### src/rtl/q_pulse_serializer_if.sv
// Handshake and result bundle between a charge source controller and q_pulse_serializer.
interface q_pulse_serializer_if #(
  parameter int unsigned BUS_WIDTH = 10
);
  logic                 valid;
  logic [BUS_WIDTH-1:0] q_in;
  logic                 abort;
  logic                 start_out;
  logic                 q_serialized;
  logic                 busy;
  logic                 done;
  logic [BUS_WIDTH-1:0] pulse_count;
  logic [BUS_WIDTH-1:0] q_sent;

  modport master (
    output valid, q_in, abort,
    input  start_out, q_serialized, busy, done, pulse_count, q_sent
  );

  modport slave (
    input  valid, q_in, abort,
    output start_out, q_serialized, busy, done, pulse_count, q_sent
  );
endinterface

### src/rtl/q_pulse_serializer.sv
// Serializes a charge value into a framed train of fixed-width pulses, one pulse per
// Q_PER_PULSE charge units, rounded to nearest via a remainder register.
module q_pulse_serializer #(
  parameter int unsigned BUS_WIDTH      = 10,
  parameter int unsigned Q_PER_PULSE    = 30,
  parameter int unsigned PULSE_DURATION = 3,
  parameter int unsigned GAP_DURATION   = 3,
  parameter int unsigned LEAD_CYCLES    = 2,
  parameter int unsigned TAIL_CYCLES    = 8
) (
  input logic                  clk,
  input logic                  rst,
  q_pulse_serializer_if.slave  bus
);

  localparam int unsigned RemW = BUS_WIDTH + 1;
  localparam logic [31:0] Half = 32'((Q_PER_PULSE + 1) / 2);
  localparam logic [31:0] QMax = 32'((2 ** BUS_WIDTH) - 1);
  localparam logic [7:0]  LeadLast  = 8'(LEAD_CYCLES - 1);
  localparam logic [7:0]  PulseLast = 8'(PULSE_DURATION - 1);
  localparam logic [7:0]  GapLast   = 8'(GAP_DURATION - 1);
  localparam logic [7:0]  TailLast  = 8'(TAIL_CYCLES - 1);

  localparam logic [2:0] StIdle  = 3'd0;
  localparam logic [2:0] StStart = 3'd1;
  localparam logic [2:0] StLead  = 3'd2;
  localparam logic [2:0] StHigh  = 3'd3;
  localparam logic [2:0] StLow   = 3'd4;
  localparam logic [2:0] StTail  = 3'd5;
  localparam logic [2:0] StDone  = 3'd6;

  logic [2:0]           state_q, state_d;
  logic [7:0]           cnt_q, cnt_d;
  logic [RemW-1:0]      rem_q, rem_d;
  logic [BUS_WIDTH-1:0] pulse_count_q, pulse_count_d;
  logic [BUS_WIDTH-1:0] q_sent_q, q_sent_d;
  logic                 start_q, ser_q, busy_q, done_q;
  logic                 pulse_due;
  logic [31:0]          q_sum;

  // Rounding comes from emitting while the leftover is at least half a quantum.
  assign pulse_due = 32'(rem_q) >= Half;
  assign q_sum     = 32'(q_sent_q) + Q_PER_PULSE;

  always_comb begin
    state_d       = state_q;
    cnt_d         = cnt_q + 8'd1;
    rem_d         = rem_q;
    pulse_count_d = pulse_count_q;
    q_sent_d      = q_sent_q;
    case (state_q)
      StIdle: begin
        cnt_d = 8'd0;
        if (bus.valid) begin
          rem_d         = RemW'(bus.q_in);
          pulse_count_d = '0;
          q_sent_d      = '0;
          state_d       = StStart;
        end
      end
      StStart: begin
        cnt_d   = 8'd0;
        state_d = bus.abort ? StTail : StLead;
      end
      StLead: begin
        if (bus.abort) begin
          cnt_d   = 8'd0;
          state_d = StTail;
        end else if (cnt_q == LeadLast) begin
          cnt_d   = 8'd0;
          state_d = pulse_due ? StHigh : StTail;
        end
      end
      StHigh: begin
        // An aborted pulse is truncated and never counted.
        if (bus.abort) begin
          cnt_d   = 8'd0;
          state_d = StTail;
        end else if (cnt_q == PulseLast) begin
          cnt_d         = 8'd0;
          state_d       = StLow;
          rem_d         = (32'(rem_q) >= Q_PER_PULSE) ? rem_q - RemW'(Q_PER_PULSE) : '0;
          pulse_count_d = pulse_count_q + BUS_WIDTH'(1);
          q_sent_d      = (q_sum > QMax) ? BUS_WIDTH'(QMax) : BUS_WIDTH'(q_sum);
        end
      end
      StLow: begin
        if (bus.abort) begin
          cnt_d   = 8'd0;
          state_d = StTail;
        end else if (cnt_q == GapLast) begin
          cnt_d   = 8'd0;
          state_d = pulse_due ? StHigh : StTail;
        end
      end
      StTail: begin
        if (cnt_q == TailLast) begin
          cnt_d   = 8'd0;
          state_d = StDone;
        end
      end
      StDone: begin
        cnt_d   = 8'd0;
        state_d = StIdle;
      end
      default: begin
        cnt_d   = 8'd0;
        state_d = StIdle;
      end
    endcase
  end

  // Outputs are registered from the next state so they line up with the state they describe.
  always_ff @(posedge clk) begin
    if (rst) begin
      state_q       <= StIdle;
      cnt_q         <= 8'd0;
      rem_q         <= '0;
      pulse_count_q <= '0;
      q_sent_q      <= '0;
      start_q       <= 1'b0;
      ser_q         <= 1'b0;
      busy_q        <= 1'b0;
      done_q        <= 1'b0;
    end else begin
      state_q       <= state_d;
      cnt_q         <= cnt_d;
      rem_q         <= rem_d;
      pulse_count_q <= pulse_count_d;
      q_sent_q      <= q_sent_d;
      start_q       <= (state_d == StStart);
      ser_q         <= (state_d == StHigh);
      busy_q        <= (state_d != StIdle);
      done_q        <= (state_d == StDone);
    end
  end

  assign bus.start_out    = start_q;
  assign bus.q_serialized = ser_q;
  assign bus.busy         = busy_q;
  assign bus.done         = done_q;
  assign bus.pulse_count  = pulse_count_q;
  assign bus.q_sent       = q_sent_q;

endmodule

### src/flat_wrapper.sv
// flat-port wrapper written by rule: the top's interface ports become plain ports
module q_pulse_serializer_flat 
#(
  parameter int unsigned BUS_WIDTH      = 10,
  parameter int unsigned Q_PER_PULSE    = 30,
  parameter int unsigned PULSE_DURATION = 3,
  parameter int unsigned GAP_DURATION   = 3,
  parameter int unsigned LEAD_CYCLES    = 2,
  parameter int unsigned TAIL_CYCLES    = 8
)
  (clk, rst, bus_valid, bus_q_in, bus_abort, bus_start_out, bus_q_serialized, bus_busy, bus_done, bus_pulse_count, bus_q_sent);
  q_pulse_serializer_if #(.BUS_WIDTH(BUS_WIDTH)) bus_i ();
  input logic clk;
  input logic rst;
  input wire logic [$bits(bus_i.valid)-1:0] bus_valid;
  input wire logic [$bits(bus_i.q_in)-1:0] bus_q_in;
  input wire logic [$bits(bus_i.abort)-1:0] bus_abort;
  output wire logic [$bits(bus_i.start_out)-1:0] bus_start_out;
  output wire logic [$bits(bus_i.q_serialized)-1:0] bus_q_serialized;
  output wire logic [$bits(bus_i.busy)-1:0] bus_busy;
  output wire logic [$bits(bus_i.done)-1:0] bus_done;
  output wire logic [$bits(bus_i.pulse_count)-1:0] bus_pulse_count;
  output wire logic [$bits(bus_i.q_sent)-1:0] bus_q_sent;
  assign bus_i.valid = bus_valid;
  assign bus_i.q_in = bus_q_in;
  assign bus_i.abort = bus_abort;
  assign bus_start_out = bus_i.start_out;
  assign bus_q_serialized = bus_i.q_serialized;
  assign bus_busy = bus_i.busy;
  assign bus_done = bus_i.done;
  assign bus_pulse_count = bus_i.pulse_count;
  assign bus_q_sent = bus_i.q_sent;
  q_pulse_serializer #(.BUS_WIDTH(BUS_WIDTH), .Q_PER_PULSE(Q_PER_PULSE), .PULSE_DURATION(PULSE_DURATION), .GAP_DURATION(GAP_DURATION), .LEAD_CYCLES(LEAD_CYCLES), .TAIL_CYCLES(TAIL_CYCLES)) u_core (.clk(clk), .rst(rst), .bus(bus_i));
endmodule
### config.mk
export PLATFORM = sky130hd
export DESIGN_NAME = q_pulse_serializer_flat
export DESIGN_NICKNAME = d
export VERILOG_FILES = /design/src/rtl/q_pulse_serializer_if.sv /design/src/rtl/q_pulse_serializer.sv /design/src/flat_wrapper.sv
export SDC_FILE = /design/constraint.sdc
export NUM_CORES = 1
export LEC_CHECK = 0
export CAP_MARGIN = 10
export CELL_PAD_IN_SITES_DETAIL_PLACEMENT = 1
export CELL_PAD_IN_SITES_GLOBAL_PLACEMENT = 1
export CORE_ASPECT_RATIO = 1.1
export CORE_MARGIN = 5
export CORE_UTILIZATION = 40
export DETAILED_ROUTE_END_ITERATION = 6
export PLACE_DENSITY_LB_ADDON = 0.1
export SLEW_MARGIN = 20
export SYNTH_ARGS = -nofsm -noshare
export SYNTH_HDL_FRONTEND = slang
export SYNTH_SLANG_ARGS = --single-unit
### constraint.sdc
create_clock -name clk -period 2.6 [get_ports clk]
set_input_delay 0.26 -clock clk [delete_from_list [all_inputs] [get_ports clk]]
set_output_delay 0.26 -clock clk [all_outputs]
set_load 0.05 [all_outputs]
# Yosys cells after proc, flatten, opt, wreduce, memory -nomap -nowiden
# Index checks and enable logic that the tools add are counted.
totals:
  ff_bits: 46
  input_bits: 14
  out_inout_bits: 24
  word_cells: 65
classes:
  add_sub_neg: 4
  magnitude_cmp: 3
  eq_ne: 14
  muxes: 30
  reduce_logical: 5
ops:
  columns: ["operator", "count"]
  rows:
  - ["2-to-1 mux 10 bit", 6]
  - ["2-to-1 mux 11 bit", 4]
  - ["2-to-1 mux 8 bit", 5]
  - ["one-hot mux 10 bit (2 select lines)", 2]
  - ["> comparator 32 x 10 -> 1 bit (second input constant)", 1]
  - ["2-to-1 mux 3 bit", 10]
  - ["one-hot mux 8 bit (3 select lines)", 1]
  - ["one-hot mux 11 bit (2 select lines)", 1]
  - ["one-hot mux 3 bit (6 select lines)", 1]
  - ["adder 10 x 5 -> 11 bit (second input constant)", 1]
  - [">= comparator 11 x 4 -> 1 bit (second input constant)", 1]
  - [">= comparator 11 x 5 -> 1 bit (second input constant)", 1]
  - ["subtractor 11 x 5 -> 11 bit (second input constant)", 1]
  - ["adder 10 x 1 -> 10 bit (second input constant)", 1]
  - ["equality test 3 x 2 -> 1 bit (second input constant)", 3]
  - ["equality test 3 bit (second input constant)", 3]
  - ["adder 8 x 1 -> 8 bit (second input constant)", 1]
  - ["equality test 8 x 1 -> 1 bit (second input constant)", 1]
  - ["equality test 8 x 2 -> 1 bit (second input constant)", 1]
  - ["equality test 8 x 3 -> 1 bit (second input constant)", 1]
  - ["equality test 3 x 1 -> 1 bit (second input constant)", 2]
  - ["!= test 2 bit (second input constant)", 2]
  - ["AND reduction 4 bit", 1]
  - ["zero test 3 bit", 1]
  - ["other kinds (4)", 4]

# Logic depth before layout (Yosys ltp)
# Gate-level depths: netlist (run 1).
logic_depth:
  word_depth: 6
  ltp_mapped: 9
  depth_no_buf: 7

# Worst setup path before layout (run 1)
# Ideal clock, no wire load.
synth_timing:
  path_kind: "register to register"
  from: "reg u_core.cnt_q[0]"
  to: "reg u_core.pulse_count_q[5], in the netlist u_core.bus.pulse_count[5]"
  setup_time_ps: 70
  t_arrival_ps: 2111
  t_required_ps: 2530
  slack_ps: 419
  stages_incl_launch_ff: 10
  n_path_buf: 2
  period_less_slack_ps: 2181
  path_cell_list: "dfxtp_1 -> inv_1 -> ha_1 -> or4b_1 -> buf_2 -> nor3_4 -> o2111ai_2 -> buf_6 -> or3_1 -> a21oi_1"
synth_between:
  elab_chain_len: 3
synth_rtl:
  columns: ["element", "line", "source"]
  rows:
  - ["start: declaration", "q_pulse_serializer.sv:33", "logic [7:0] cnt_q, cnt_d;"]
  - ["start signal: assignment", "q_pulse_serializer.sv:127", "cnt_q <= cnt_d;"]
  - ["equality test 8 x 2 -> 1 bit", "q_pulse_serializer.sv:79", "end else if (cnt_q == PulseLast) begin"]
  - ["!= test 2 x 1 -> 1 bit (no line)", null, null]
  - ["AND reduction 4 bit (no line)", null, null]
  - ["end signal: assignment", "q_pulse_serializer.sv:129", "pulse_count_q <= pulse_count_d;"]
  - ["end: declaration", "q_pulse_serializer.sv:35", "logic [BUS_WIDTH-1:0] pulse_count_q, pulse_count_d;"]
# Every way passes these cells.
# A chain may end at the register's enable or synchronous reset.

# Final worst setup path (run 1)
layout_timing:
  from: "reg u_core.cnt_q[0]"
  to: "reg u_core.rem_q[9]"
layout_between:
  elab_chain_len: 3
layout_rtl:
  columns: ["element", "line", "source"]
  rows:
  - ["equality test 8 x 2 -> 1 bit", "q_pulse_serializer.sv:79", null]
  - ["!= test 2 x 1 -> 1 bit (no line)", null, null]
  - ["AND reduction 4 bit (no line)", null, null]
  - ["end signal: assignment", "q_pulse_serializer.sv:128", "rem_q <= rem_d;"]
  - ["end: declaration", "q_pulse_serializer.sv:34", "logic [RemW-1:0] rem_q, rem_d;"]
# Every way passes these cells.

==> impl_metrics.ini, run 1 <==
[finish]
final_common_cell = dfxtp_1
most-common-layout-cells = 46 x dfxtp_1, 37 x a21oi_1, 37 x clkdlybuf4s50_1, 25 x nor2_1, 20 x buf_4
n_antenna_cell = 0
drive_above_1_share_pct = 10.1
design_area_um2 = 3110
final_nets = 376
syn2layout_area_growth_pct = 24.5
fin_util_pct = 50.9

[global_routing]
grt_first_pass_wirelength_um = 12100
grt_max_degree = 18
track_usage_pct = 18.7
grt_pass1_vias = 2508
antenna_found_initial = 0
grt-ovfl-total = 0

[floorplan]
start_util_pct = 40.8
coreArea_um2 = 6120
rows = 30
die_h_um = 92.9
io_pins = 38
die_w_um = 85.4
die_area_um2 = 7930

[timing]
skew_ns = 0.00861
setup_tns_ns = 0
finalCriticalPeriod_ns = 2.43
final-max-slew-violation-count = 0
hold_viol = 0
tightest_slew_ns = 0.638
holdWs_ns = 0.485
period_share_pct = 93.4
slew_headroom_pct = 57.5
setup_viol = 0
rsz0062_at_grt = false
max_freq_ghz = 0.412

[setup_path]
path_max_fanout = 6
crit_path_start = u_core.cnt_q[0]$_SDFF_PP0_
critPathArrivalTime_ns = 2.67
worstSetupPathType = reg -> reg
reg2regPathDepth = 8
cp.depth = 8
required_ns = 2.84
path_buf_inv = 2
cp-endpoint = u_core.rem_q[9]$_SDFFE_PP0P_
crit_slowest_cell = or4_4
path_delay_family = simple AND/OR/NAND/NOR gates
crit_path_start_kind = register
crit_chain = inv_1 > ha_1 > or4b_1 > buf_4 > or4_4 > nor2_2 > a32oi_1 > a21oi_1
cp-end-kind = register
r2r-start = u_core.cnt_q[0]$_SDFF_PP0_
r2r_end = u_core.rem_q[9]$_SDFFE_PP0P_
slowest_delay_ns = 0.53
regToRegSetupSlack_ns = 0.17

[hold_path]
hp-class = reg -> reg

[synthesis]
syn_nets = 331
yosysUniqueCellTypes = 51
synth_compound_area_share_pct = 22.4
synth_top_family_by_area = simple AND/OR/NAND/NOR gates
yosys_warnings = 0
post_synth_fa_ha_maj_area_fraction_pct = 3.00
postSynth.asyncResetShare_pct = 0
syn_avg_cell_area_um2 = 8.03
yosysSeqAreaShare_pct = 36.9
synth_seq_cells = 46
synth_edf_count = 0
synthMuxAreaShare_pct = 0
yosys.area_share.simple_pct = 30.0
yosys_most_used_dff = dfxtp_1
syn_inst = 311
mappedNetlistArea_um2 = 2500
synthXorXnorAreaFrac_pct = 2.80

[clock_tree]
cts-buffers-inserted = 5
cts_buffer_depth = 2
cts.repair.resized = 0
cts_tree = done
worst_skew_pair.late_latency_ns = 0.31
cts-root-buf = clkbuf_8
clkSinkCount = 46
cts_max_level = 2
clk_pin_slew_ns = 0.09
cts_setup_buffers = 0
cts_hold_buf = 0

[pwr]
p_int_w = 0.00107
p_per_area_nw_per_um2 = 512
p_comb_share_pct = 23.6
clockPowerShare_pct = 27.4
p_leak_nw = 1.06
power.switching_w = 0.000525
power_w = 0.00159
vdd_drop_max_v = 0.000238
p_sw_share_pct = 32.9
seq_power_share_pct = 49.1

[route]
drtAntennaViolNets = 0
viasPerCell = 5.70
drtIter0Drc = 107
drtPass1Iterations = 4
via_count = 2485
drc = 0
wirelength_um = 7260
wl_per_cell_um = 16.6

[run]
drv_cap = 0

[placement]
gp_congestion = 0.810
place_hpwl_um = 5400
io_buffers = 37
dpl_cell_area_um2 = 3030

[run_status]
status = complete, no violations
[per-layer routing]
layer	track usage (%)	vias to the layer above	share of wire, %
li1	-	1241	-
met1	22.8	1203	47
met2	32.5	36	49
met3	3.56	5	3.2
met4	6.33	0	1.1
met5	0	-	0
[tightest hold or removal path, cell delays in order, from the launching register on]
cell and delay, ns:
dfxtp_1 0.32, o21ai_0 0.07, a21oi_1 0.06
[cells by family after synthesis]
group / Yosys count
flip-flops: 46
AO/OA/AOI/OAI: 92
buffers and inverters: 28
XOR/XNOR: 8
adder cells (fa/ha/maj): 6
AND/OR/NAND/NOR: 131
[power groups by stage]
stage          Combinational [W]  Sequential [W]  Clock [W]
3_3_place_gp            0.000365        0.000797          0
6_report                0.000376        0.000783   0.000436
3_5_place_dp            0.000373        0.000798          0
5_1_grt                 0.000407        0.000790   0.000480
2_1_floorplan           0.000210        0.000820          0
4_1_cts                 0.000375        0.000782   0.000453
[Yosys cell counts (3+ instances only)]
| cell | number | area share [%] |
|---|---|---|
| dfxtp_1 | 46 | 37 |
| a21oi_1 | 37 | 7.4 |
| nor2_1 | 25 | 3.8 |
| nand2_1 | 19 | 2.9 |
| o21ai_0 | 19 | 3.8 |
| nand3_1 | 16 | 3.2 |
| clkbuf_1 | 14 | 2.1 |
| nor3_1 | 12 | 2.4 |
| inv_1 | 9 | 1.4 |
| or3_1 | 9 | 2.3 |
| a211oi_1 | 8 | 2.4 |
| a31oi_1 | 6 | 1.5 |
| ha_1 | 6 | 3.0 |
| nor4_1 | 6 | 1.5 |
| xor2_1 | 6 | 2.1 |
| and3_1 | 4 | 1.0 |
| nand2b_1 | 4 | 1.0 |
| nand4_1 | 4 | 1.0 |
| nor3b_1 | 4 | 1.2 |
| nor4bb_1 | 4 | 1.6 |
| o211ai_1 | 4 | 1.2 |
| a22oi_1 | 3 | 0.90 |
| and2_1 | 3 | 0.75 |
| buf_2 | 3 | 0.60 |
| nand4b_1 | 3 | 1.1 |
[worst min-delay path by stage]
stage / from / end / slack, ns / depth (start not counted)
after floorplan: bus_q_in[0] / u_core.rem_q[0]$_SDFFE_PP0P_ / 0.40 / 2
after global placement: u_core.cnt_q[0]$_SDFF_PP0_ / u_core.cnt_q[0]$_SDFF_PP0_ / 0.46 / 1
after detailed placement: u_core.rem_q[10]$_SDFFE_PP0P_ / u_core.rem_q[10]$_SDFFE_PP0P_ / 0.48 / 2
after CTS: u_core.rem_q[10]$_SDFFE_PP0P_ / u_core.rem_q[10]$_SDFFE_PP0P_ / 0.49 / 2
after global routing: bus_q_in[0] / u_core.rem_q[0]$_SDFFE_PP0P_ / 0.51 / 3
final: u_core.rem_q[10]$_SDFFE_PP0P_ / u_core.rem_q[10]$_SDFFE_PP0P_ / 0.48 / 2
[stage by stage]
stage               instances  setup slack [ns]
floorplan                 311             0.419
global placement          429             0.261
detailed placement        429             0.180
CTS                       436             0.161
global route              436            0.0418
finish                    436             0.172
[state kept, by name (all words and copies together), names as in the netlist]
signal                   flops
u_core.bus.busy              1
u_core.bus.done              1
u_core.bus.pulse_count      10
u_core.bus.q_sent           10
u_core.bus.q_serialized      1
u_core.bus.start_out         1
u_core.cnt_q                 8
u_core.rem_q                11
u_core.state_q               3
[layout make-up]
cell class	count	area, um^2
flip-flops and latches	46	921
clock buffers	5	68.8
repair buffers	57	520
inverters	9	33.8
clock inverters	2	10.0
multi-input cells	237	1460
fillers	760	3010
well taps	80	100
No activity file was read; power rests on OpenSTA's default activity.
==> inputs of run 2 (changes only) <==
--- a/config.mk
+++ b/config.mk
@@ -5,6 +5,7 @@
 export SDC_FILE = /design/constraint.sdc
 export NUM_CORES = 1
 export LEC_CHECK = 0
+export ABC_CLOCK_PERIOD_IN_PS = 2600
 export CAP_MARGIN = 10
 export CELL_PAD_IN_SITES_DETAIL_PLACEMENT = 1
 export CELL_PAD_IN_SITES_GLOBAL_PLACEMENT = 1
==> results of run 2 <==
Final layout, timing and power as in run 1 (identical DEF).
==> inputs of run 3 (changes only) <==
--- a/config.mk
+++ b/config.mk
@@ -10,7 +10,7 @@
 export CELL_PAD_IN_SITES_DETAIL_PLACEMENT = 1
 export CELL_PAD_IN_SITES_GLOBAL_PLACEMENT = 1
 export CORE_ASPECT_RATIO = 1.1
-export CORE_MARGIN = 5
+export CORE_MARGIN = 3
 export CORE_UTILIZATION = 40
 export DETAILED_ROUTE_END_ITERATION = 6
 export PLACE_DENSITY_LB_ADDON = 0.1
==> impl_metrics.ini, run 3 (synthesis results as in run 1) <==
[pwr]
p_per_area_nw_per_um2 = 515
p_leak_nw = 1.01
vdd_drop_max_v = 0.000292

[timing]
max_freq_ghz = 0.416
skew_ns = 0.0115
rsz0062_at_grt = false
setup_viol = 0
final-max-slew-violation-count = 0
setup_tns_ns = 0
holdWs_ns = 0.481
tightest_slew_ns = 0.511
hold_viol = 0
period_share_pct = 92.3
finalCriticalPeriod_ns = 2.40
slew_headroom_pct = 65.9

[clock_tree]
cts_hold_buf = 0
clkSinkCount = 46
cts_max_level = 2
worst_skew_pair.late_latency_ns = 0.31
cts-buffers-inserted = 5
cts_tree = done
cts_buffer_depth = 2
cts-root-buf = clkbuf_8
clk_pin_slew_ns = 0.08

[route]
wirelength_um = 6690
drtIter0Drc = 73
drc = 0
wl_per_cell_um = 15.8
via_count = 2446
viasPerCell = 5.78
drtAntennaViolNets = 0
drtPass1Iterations = 4

[global_routing]
grtUsageMet2_pct = 34.8
use_met3_pct = 3.83
track_usage_pct = 19.7
grt_first_pass_wirelength_um = 11200
antenna_found_initial = 0
grt-busiest-layer = met2
grt_max_degree = 24
use_met1_pct = 24.1
grt-ovfl-total = 0
grt_pass1_vias = 2324

[finish]
ff_latch_area_um2 = 921
n_antenna_cell = 0
most-common-layout-cells = 46 x dfxtp_1, 37 x a21oi_1, 37 x clkdlybuf4s50_1, 25 x nor2_1
final_nets = 366
largest_register_ffs = 11
multi_input_area_um2 = 1450
regMostFlops = u_core.rem_q
drive_above_1_share_pct = 7.23
syn2layout_area_growth_pct = 21.2
final_common_cell = dfxtp_1
fillers = 735

[floorplan]
start_util_pct = 42.2
io_pins = 38
die_area_um2 = 7230
coreArea_um2 = 5910
die_h_um = 88.9
rows = 29
die_w_um = 81.4

[setup_path]
critPathArrivalTime_ns = 2.64
worstSetupPathType = reg -> reg
path_max_fanout = 6
required_ns = 2.84
cp-end-kind = register
crit_path_start_kind = register

[run_status]
status = complete, no violations

[placement]
gp_congestion = 0.804
place_hpwl_um = 4870
io_buffers = 37

[hold_path]
hp-class = reg -> reg

[run]
drv_cap = 0
-- run 3: worst paths after layout --
| kind | end | cells after the start | slack, ns | start |
|---|---|---|---|---|
| setup / recovery | u_core.rem_q[9]$_SDFFE_PP0P_ | 7 | 0.20 | u_core.cnt_q[0]$_SDFF_PP0_ |
| hold / removal | u_core.rem_q[10]$_SDFFE_PP0P_ | 2 | 0.48 | u_core.rem_q[10]$_SDFFE_PP0P_ |
| setup reg to reg | u_core.rem_q[9]$_SDFFE_PP0P_ | 7 | 0.20 | u_core.cnt_q[0]$_SDFF_PP0_ |
| hold reg to reg | u_core.rem_q[10]$_SDFFE_PP0P_ | 2 | 0.48 | u_core.rem_q[10]$_SDFFE_PP0P_ |
-- run 3: layout make-up --
type | count | area share, %
Clock buffer | 5 | 2.27
Clock inverter | 2 | 0.330
Inverter | 9 | 1.12
Multi-Input combinational cell | 237 | 48.0
Sequential cell | 46 | 30.4
Tap cell | 77 | 3.18
Timing Repair Buffer | 47 | 14.7
-- run 3: report_power, final --
group / leakage, nW / total [W] / switching, W / internal (W)
clock network: 0.0438 / 0.000429 / 0.000248 / 0.000181
logic: 0.589 / 0.000343 / 0.000205 / 0.000138
registers: 0.373 / 0.000790 / 0.0000526 / 0.000737
total: 1.01 / 0.00156 / 0.000505 / 0.00106
-- run 3: layer usage --
layer / share of wire (%) / up-vias
met5: 0 / -
met2: 50 / 33
met3: 2.9 / 6
li1: - / 1224
met4: 1.0 / 0
met1: 46 / 1183
-- run 3: metrics by stage --
stage                     setup WS (ns)  std cells  utilization, %  power [W]  area [um^2]
after floorplan                   0.419        311               -    0.00103         2500
after global placement            0.288        416            49.9    0.00114         2950
after detailed placement          0.207        416            49.9    0.00115         2950
after CTS                         0.187        423            51.2    0.00157         3030
after global routing             0.0189        423            51.2    0.00165         3030
final                             0.199        423            51.2    0.00156         3030
-- run 3: critical path, cell delays in order, from the launching register on --
cell and delay, ns:
dfxtp_1 0.35, inv_1 0.07, ha_1 0.15, or4b_1 0.59, or4_4 0.59, nor2_2 0.27
a32oi_1 0.15, a21oi_1 0.17
-- run 3: what timing repair did --
action	CTS	global route
endpoints found under the setup margin	0	5
gates resized for setup	0	0
buffers inserted	0	0
endpoints found under the hold margin	0	0
